## src/rtl/rr_prio_arb.sv

```systemverilog
// rr_prio_arb: N-way arbiter with a registered one-hot grant.
// The policy is selectable at runtime: fixed priority (bit 0 highest) or
// round-robin. The owner keeps the grant while it requests. When others
// are waiting, the owner can be preempted after MAX_HOLD cycles.

module rr_prio_arb #(
    parameter  int N        = 4,
    parameter  int MAX_HOLD = 8,
    localparam int IDW      = (N > 1) ? $clog2(N) : 1
) (
    input  logic           clk,
    input  logic           rst,
    input  logic           rr_en,
    input  logic [N-1:0]   req,
    output logic [N-1:0]   gnt,
    output logic [IDW-1:0] gnt_id,
    output logic           gnt_vld,
    output logic           preempt
);

    // The hold counter only needs to reach MAX_HOLD-1. It keeps at least one bit.
    localparam int HCW = (MAX_HOLD > 0) ? (($clog2(MAX_HOLD + 1) > 0) ? $clog2(MAX_HOLD + 1) : 1) : 1;
    localparam logic [HCW-1:0] HOLD_LAST = (MAX_HOLD > 0) ? HCW'(MAX_HOLD - 1) : '0;
    localparam logic [IDW-1:0] LAST_ID   = IDW'(N - 1);

    typedef enum logic {
        IDLE  = 1'b0,
        GRANT = 1'b1
    } state_t;

    state_t         state_q, state_d;
    logic [N-1:0]   gnt_q, gnt_d;
    logic [IDW-1:0] gnt_id_q, gnt_id_d;
    logic           preempt_q, preempt_d;
    logic [IDW-1:0] ptr_q, ptr_d;
    logic [HCW-1:0] hold_cnt_q, hold_cnt_d;

    logic [N-1:0]   others;
    logic [N-1:0]   arb_mask;
    logic [IDW-1:0] win_idx;
    logic           owner_req;

    // Return the first set index of mask. In round-robin mode the search
    // starts at ptr and wraps. In fixed mode it starts at bit 0. The caller
    // guarantees that mask is non-zero.
    function automatic logic [IDW-1:0] pick(input logic [N-1:0]   mask,
                                            input logic           rr,
                                            input logic [IDW-1:0] ptr);
        logic [IDW-1:0] cur;
        logic [IDW-1:0] res;
        logic           found;
        cur   = rr ? ptr : '0;
        res   = '0;
        found = 1'b0;
        for (int i = 0; i < N; i++) begin
            if (!found && mask[cur]) begin
                res   = cur;
                found = 1'b1;
            end
            if (cur == LAST_ID) begin
                cur = '0;
            end else begin
                cur = cur + 1'b1;
            end
        end
        return res;
    endfunction

    // Requests competing with the current owner. The owner is masked out so
    // that it cannot win its own re-arbitration.
    always_comb begin
        others    = req & ~gnt_q;
        owner_req = |(req & gnt_q);
        arb_mask  = (state_q == IDLE) ? req : others;
        win_idx   = pick(arb_mask, rr_en, ptr_q);
    end

    // Next-state logic. It handles idle arbitration, hand-over on release,
    // preemption after a long hold, and the saturating hold counter.
    always_comb begin
        state_d    = state_q;
        gnt_d      = gnt_q;
        gnt_id_d   = gnt_id_q;
        preempt_d  = 1'b0;
        ptr_d      = ptr_q;
        hold_cnt_d = hold_cnt_q;

        case (state_q)
            IDLE: begin
                if (|req) begin
                    state_d    = GRANT;
                    gnt_d      = {{(N-1){1'b0}}, 1'b1} << win_idx;
                    gnt_id_d   = win_idx;
                    hold_cnt_d = '0;
                    ptr_d      = (win_idx == LAST_ID) ? '0 : win_idx + 1'b1;
                end
            end
            GRANT: begin
                if (!owner_req) begin
                    if (|others) begin
                        gnt_d      = {{(N-1){1'b0}}, 1'b1} << win_idx;
                        gnt_id_d   = win_idx;
                        hold_cnt_d = '0;
                        ptr_d      = (win_idx == LAST_ID) ? '0 : win_idx + 1'b1;
                    end else begin
                        state_d    = IDLE;
                        gnt_d      = '0;
                        gnt_id_d   = '0;
                        hold_cnt_d = '0;
                    end
                end else if ((MAX_HOLD > 0) && (hold_cnt_q == HOLD_LAST) && (|others)) begin
                    gnt_d      = {{(N-1){1'b0}}, 1'b1} << win_idx;
                    gnt_id_d   = win_idx;
                    preempt_d  = 1'b1;
                    hold_cnt_d = '0;
                    ptr_d      = (win_idx == LAST_ID) ? '0 : win_idx + 1'b1;
                end else if (hold_cnt_q != HOLD_LAST) begin
                    hold_cnt_d = hold_cnt_q + 1'b1;
                end
            end
            default: begin
                state_d  = IDLE;
                gnt_d    = '0;
                gnt_id_d = '0;
            end
        endcase
    end

    // State and output registers. A synchronous reset drops any grant.
    always_ff @(posedge clk) begin
        if (rst) begin
            state_q    <= IDLE;
            gnt_q      <= '0;
            gnt_id_q   <= '0;
            preempt_q  <= 1'b0;
            ptr_q      <= '0;
            hold_cnt_q <= '0;
        end else begin
            state_q    <= state_d;
            gnt_q      <= gnt_d;
            gnt_id_q   <= gnt_id_d;
            preempt_q  <= preempt_d;
            ptr_q      <= ptr_d;
            hold_cnt_q <= hold_cnt_d;
        end
    end

    assign gnt     = gnt_q;
    assign gnt_id  = gnt_id_q;
    assign gnt_vld = |gnt_q;
    assign preempt = preempt_q;

endmodule

```

## config.mk

```make
export PLATFORM = sky130hd
export DESIGN_NAME = rr_prio_arb
export DESIGN_NICKNAME = d
export VERILOG_FILES = /design/src/rtl/rr_prio_arb.sv
export SDC_FILE = /design/constraint.sdc
export NUM_CORES = 1
export LEC_CHECK = 0
export CAP_MARGIN = 5
export CORE_MARGIN = 10
export CORE_UTILIZATION = 52
export CTS_CLUSTER_DIAMETER = 50
export DETAILED_ROUTE_END_ITERATION = 6
export PLACE_DENSITY = 0.78
export SLEW_MARGIN = 20
export SYNTH_ARGS = -nofsm -noshare
export SYNTH_HDL_FRONTEND = slang
export SYNTH_SLANG_ARGS = --single-unit
```

## constraint.sdc

```tcl
create_clock -name clk -period 2.28 [get_ports clk]
set_input_delay 0.456 -clock clk [delete_from_list [all_inputs] [get_ports clk]]
set_output_delay 0.456 -clock clk [all_outputs]
set_load 0.01 [all_outputs]
```

==> Word-level counts from Yosys, hierarchy flattened <==
Cells that the tools add are included.
{ "classes": {"add_sub_neg": 5, "n_lt_le_gt_ge": 4, "n_reduce_logical": 15, "n_eq_ne": 10, "shifts": 1, "n_bitwise": 5, "muxes": 46} }
{ "op_table": {"columns": ["op", "count"], "rows": [
  ["$mux W4", 9],
  ["$mux W2", 17],
  ["$pmux W4 S2", 2],
  ["$reduce_or A4 Y1", 4],
  ["$lt A2 B3 Y1 const B", 4],
  ["$mux W1", 11],
  ["$add A2 B1 Y2 const B", 4],
  ["$and A4 B4 Y4", 2],
  ["$bmux W1 S2", 4],
  ["$eq A2 B2 Y1 const B", 4],
  ["$pmux W2 S2", 2],
  ["$add A4 B1 Y4 const B", 1],
  ["$eq A4 B3 Y1 const B", 1],
  ["$logic_and A1 B1 Y1", 4],
  ["$ne A4 B2 Y1 const B", 1],
  ["$ne A4 B3 Y1 const B", 1],
  ["$not A4 Y4", 1],
  ["$reduce_and A2 Y1", 2],
  ["$shl A1 B2 Y4 const A", 1],
  ["$logic_not A1 Y1", 3],
  ["$ne A3 B1 Y1 const B", 1],
  ["$ne A3 B2 Y1 const B", 1],
  ["$reduce_and A3 Y1", 1],
  ["$reduce_or A3 Y1", 1],
  ["3 further kinds", 4]
]} }
{ "totals": {"reg_bits": 14} }

==> Longest topological paths before layout <==
{ "depth": {"ltp_word": 20, "ltp_mapped": 9, "depth_no_buf": 8} }

==> Least setup slack after synthesis <==
OpenSTA, ideal clock, no wires.
{ "synth_path": {"kind": "input to register", "start": "in req[3]", "end": "reg gnt_q[0] (netlist: gnt[0])", "n_path_buf": 0, "required_ns": 2.163, "path_slack_ns": 0.245, "arrival_time_ns": 1.918, "path_stages": 6, "setup_ns": 0.117, "path_cell_list": "a21boi_1 -> o221ai_1 -> a221oi_2 -> inv_1 -> ha_1 -> a22o_1"} }
{ "synth_between": {"elab_chain_cells": 18, "elab_cells_between_ends": 37} }
{ "synth_lines": {"columns": ["item", "line_no", "rtl"], "rows": [
  ["from (decl)", "14", "input logic [N-1:0] req,"],
  ["$and A4 B4 Y4", "72", "others = req & ~gnt_q;"],
  ["$mux W4", "74", "arb_mask = (state_q == IDLE) ? req : others;"],
  ["$bmux W1 S2", "56", "if (!found && mask[cur]) begin"],
  ["$mux W1 (implied by the code)", "56", null],
  ["$mux W1", "56", null],
  ["$logic_not A1 Y1", "56", null],
  ["$logic_and A1 B1 Y1", "56", null],
  ["$mux W1", "56", null],
  ["[... 2 more ...]", null, null],
  ["$mux W1", "56", null],
  ["$logic_not A1 Y1", "56", null],
  ["$logic_and A1 B1 Y1", "56", null],
  ["$mux W2", "56", null],
  ["$shl A1 B2 Y4", "92, 101, 112", null],
  ["$mux W4 (on tied branches)", "100, 111", null],
  ["$mux W4", "99", "if (!owner_req) begin"],
  ["$pmux W4 S2", "88", "case (state_q)"],
  ["to (signal assigned)", "140", "gnt_q <= gnt_d;"],
  ["to (decl)", "32", "logic [N-1:0] gnt_q, gnt_d;"]
]} }
Several ways; a longest one is shown, not always the timed one. The select of a mux whose other input is x is not followed.
A chain may end at the register's enable or synchronous reset.

==> Worst setup path in the final report <==
{ "layout_path": {"start": "reg gnt_q[1] (netlist: gnt[1])", "end": "out gnt_vld"} }
{ "layout_between": {"elab_chain_cells": 1} }
{ "layout_lines": {"columns": ["item", "line_no", "rtl"], "rows": [
  ["$reduce_or A4 Y1", "150", "assign gnt_vld = |gnt_q;"],
  ["to (decl)", "17", "output logic gnt_vld,"]
]} }
Every way passes these cells.

==> impl_metrics.toml <==
[clocking]
clk_latency_ns = 0.28
clkSinkCount = 14
cts_tree = "built"
htreeDepth = 1
cts_buffers = 3
clockRootBuffer = "clkbuf_4"
clkTransAtPathRegs_ns = 0.09
cts_max_path_buffers = 2
cts_setup_buffers = 0

[yosys]
synth-seq-cells = 14
avgSynthCellArea_sq_um = 8.92
syn_area_sq_um = 963
synth_edf_count = 0
synth_top_area_frac = 0.291
yosysTopAreaCell = "dfxtp_1"
synth_flop_cell = "dfxtp_1"
netlist_top_cells_area = "dfxtp_1 29%, ha_1 6.5%, a22o_1 5.5%, a21oi_1 3.1%, nor2_1 3.1%"
ys_warn_count = 0
synth_cell_types = 44
syn-num-nets = 120
synthArstFlopShare = 0
syn_inst = 108
yosysSeqAreaShare = 0.291

[finish]
layout_common_cells = "24 x buf_4, 11 x dfxtp_1, 10 x clkdlybuf4s50_1"
fin_nets = 161
antenna_cells = 0
drive_gt1_frac = 0.365
fin_area_sq_um = 1420
postLayoutCoreUtil = 0.811
final_common_cell = "buf_4"
synthToLayoutAreaGrowth_pct = 47.0

[sta]
setup_viol = 0
tns_ns = 0
fmax_mhz = 450
relSlewSlack = 0.681
finalHoldViolCount = 0
fin_crit_ns = 2.22
maxSlewViolCount = 0
tightest_slew_ns = 0.477
skew_ns = 0.00136
post-route-period-util = 0.975

[global_route]
grt_max_degree = 11
grt_pass1_wl_mm = 4.56
gr-usage-all-layers = 0.136
grt_overflow = 0
antenna_found_initial = 0
first_global_vias = 1007

[routing]
drtIter0Drc = 91
antenna_left = 0
viasPerCell = 6.15
vias = 1064
wl_per_cell_um = 17.9
wirelength_mm = 3.09
first_pass_iters = 4
drcViolationCount = 0

[setup_path]
path_delay_family = "buffers and inverters"
crit_type = "reg2out"
critPathMaxStageDelay_ns = 0.49
arrival_ns = 1.77
cp-start-kind = "register"
crit_path_max_fanout = 5
end_kind = "output port"
worstPathRequired_ns = 1.82
cp_cell_sequence = "buf_4 > or4_1 > clkdlybuf4s50_1"
critical_path_buf_inv_count = 2
slowest_stage = "clkdlybuf4s50_1"

[run]
cap_violations = 0

[power]
seqPwrFrac = 0.331
ir_worst_vdd_mv = 0.561
power.share.switching = 0.396
p_comb_frac = 0.504
p_per_area_nw_per_um2 = 792
p_int_w = 0.000677
power.net_switching_w = 0.000444
total_leakage_power_nw = 0.592
clkPwrFrac = 0.165

[floorplan]
die_h_um = 63.0
die-area_sq_um = 3970
io_pins = 15
start_util = 0.552
core_area_sq_um = 1750
rows = 15
die_w_um = 63.0

[placement]
gp_congestion = 0.871
placed_cell_area_sq_um = 1300
dpl.hpwl_mm = 2.02
io_buffers = 14

[hold_path]
hold_class = "reg2reg"

[outcome]
status = "finished clean"
[power groups by stage]
stage | Clock, W | Combinational (W) | Sequential, W
after floorplan | 0 | 0.000265 | 0.000358
final | 0.000185 | 0.000565 | 0.000372
after global routing | 0.000198 | 0.000617 | 0.000379
after detailed placement | 0 | 0.000510 | 0.000362
after global placement | 0 | 0.000497 | 0.000356
after CTS | 0.000184 | 0.000522 | 0.000358
[final timing paths]
kind / startpoint / to / slack, ns / cells past startpoint
setup / recovery: gnt[1] / gnt_vld / 0.06 / 3
hold reg to reg: gnt_id[1] / gnt_id[1] / 0.49 / 1
setup reg to reg: state_q / gnt[2] / 0.16 / 8
hold / removal: gnt_id[1] / gnt_id[1] / 0.49 / 1
[layout make-up]
type                    count  area (sq um)
clock buffers               4          36.3
repair buffers             38           323
well taps                  25          31.3
flip-flops and latches     14           284
fillers                   121           329
multi-input cells          88           727
inverters                   4          15.0
[Yosys cell counts (2+ instances only)]
cell	instances
a21bo_2	2
or4_1	2
ha_1	5
nand3_1	3
nor2_1	8
dfxtp_1	14
o21ai_0	5
nand4_1	2
a31oi_2	2
and2b_1	2
a211oi_1	2
a21oi_1	6
a21boi_0	3
nand2_1	7
o221ai_1	2
a22oi_1	2
inv_1	4
nand2b_1	4
a22o_1	6
nor3_1	3
[metal layers]
layer	vias up	routed length, um	GRT usage
met1	509	1360	0.173
met3	4	237	0.0591
met4	0	24	0.0168
met2	57	1470	0.212
met5	-	0	0
li1	494	-	-
[worst reg2reg max path, cell delays in order (launching register included)]
cell      delay (ns)
dfxtp_2         0.47
buf_4           0.18
a21boi_1        0.15
nand2_1         0.13
o221ai_1        0.14
a221oi_2        0.41
inv_1           0.12
ha_1            0.22
a22o_1          0.20
[registers in the layout, summed over array words and instances, names as in the netlist]
register	cells
ptr_q	2
hold_cnt_q	4
state_q	1
gnt	4
gnt_id	2
preempt	1
[cell families after synthesis]
kind of cell | after synthesis | synth area share
buffers and inverters | 6 | 0.0351
AOI/OAI and AO/OA | 42 | 0.352
muxes | 1 | 0.0104
xor gates and xnor gates | 3 | 0.0351
and+or+nand+nor | 37 | 0.212
DFF | 14 | 0.291
adders and majority gates | 5 | 0.0649
[repair_timing]
item / CTS / global route
hold buffers: 0 / 0
gates resized for setup: 6 / 23
pin swaps: 4 / 8
setup endpoints to repair: 4 / 7
endpoints found under the hold margin: 0 / 0
[per-stage QoR]
step                setup WS (ns)  instances  total power, W  hold WS [ns]
floorplan                   0.245        108        0.000622         0.452
global placement           -0.269        169        0.000854         0.469
detailed placement         -0.334        169        0.000871         0.466
CTS                        0.0300        173         0.00106         0.497
global route              -0.0712        173         0.00119         0.525
finish                     0.0564        173         0.00112         0.489
(Power assumes the default switching activity.)
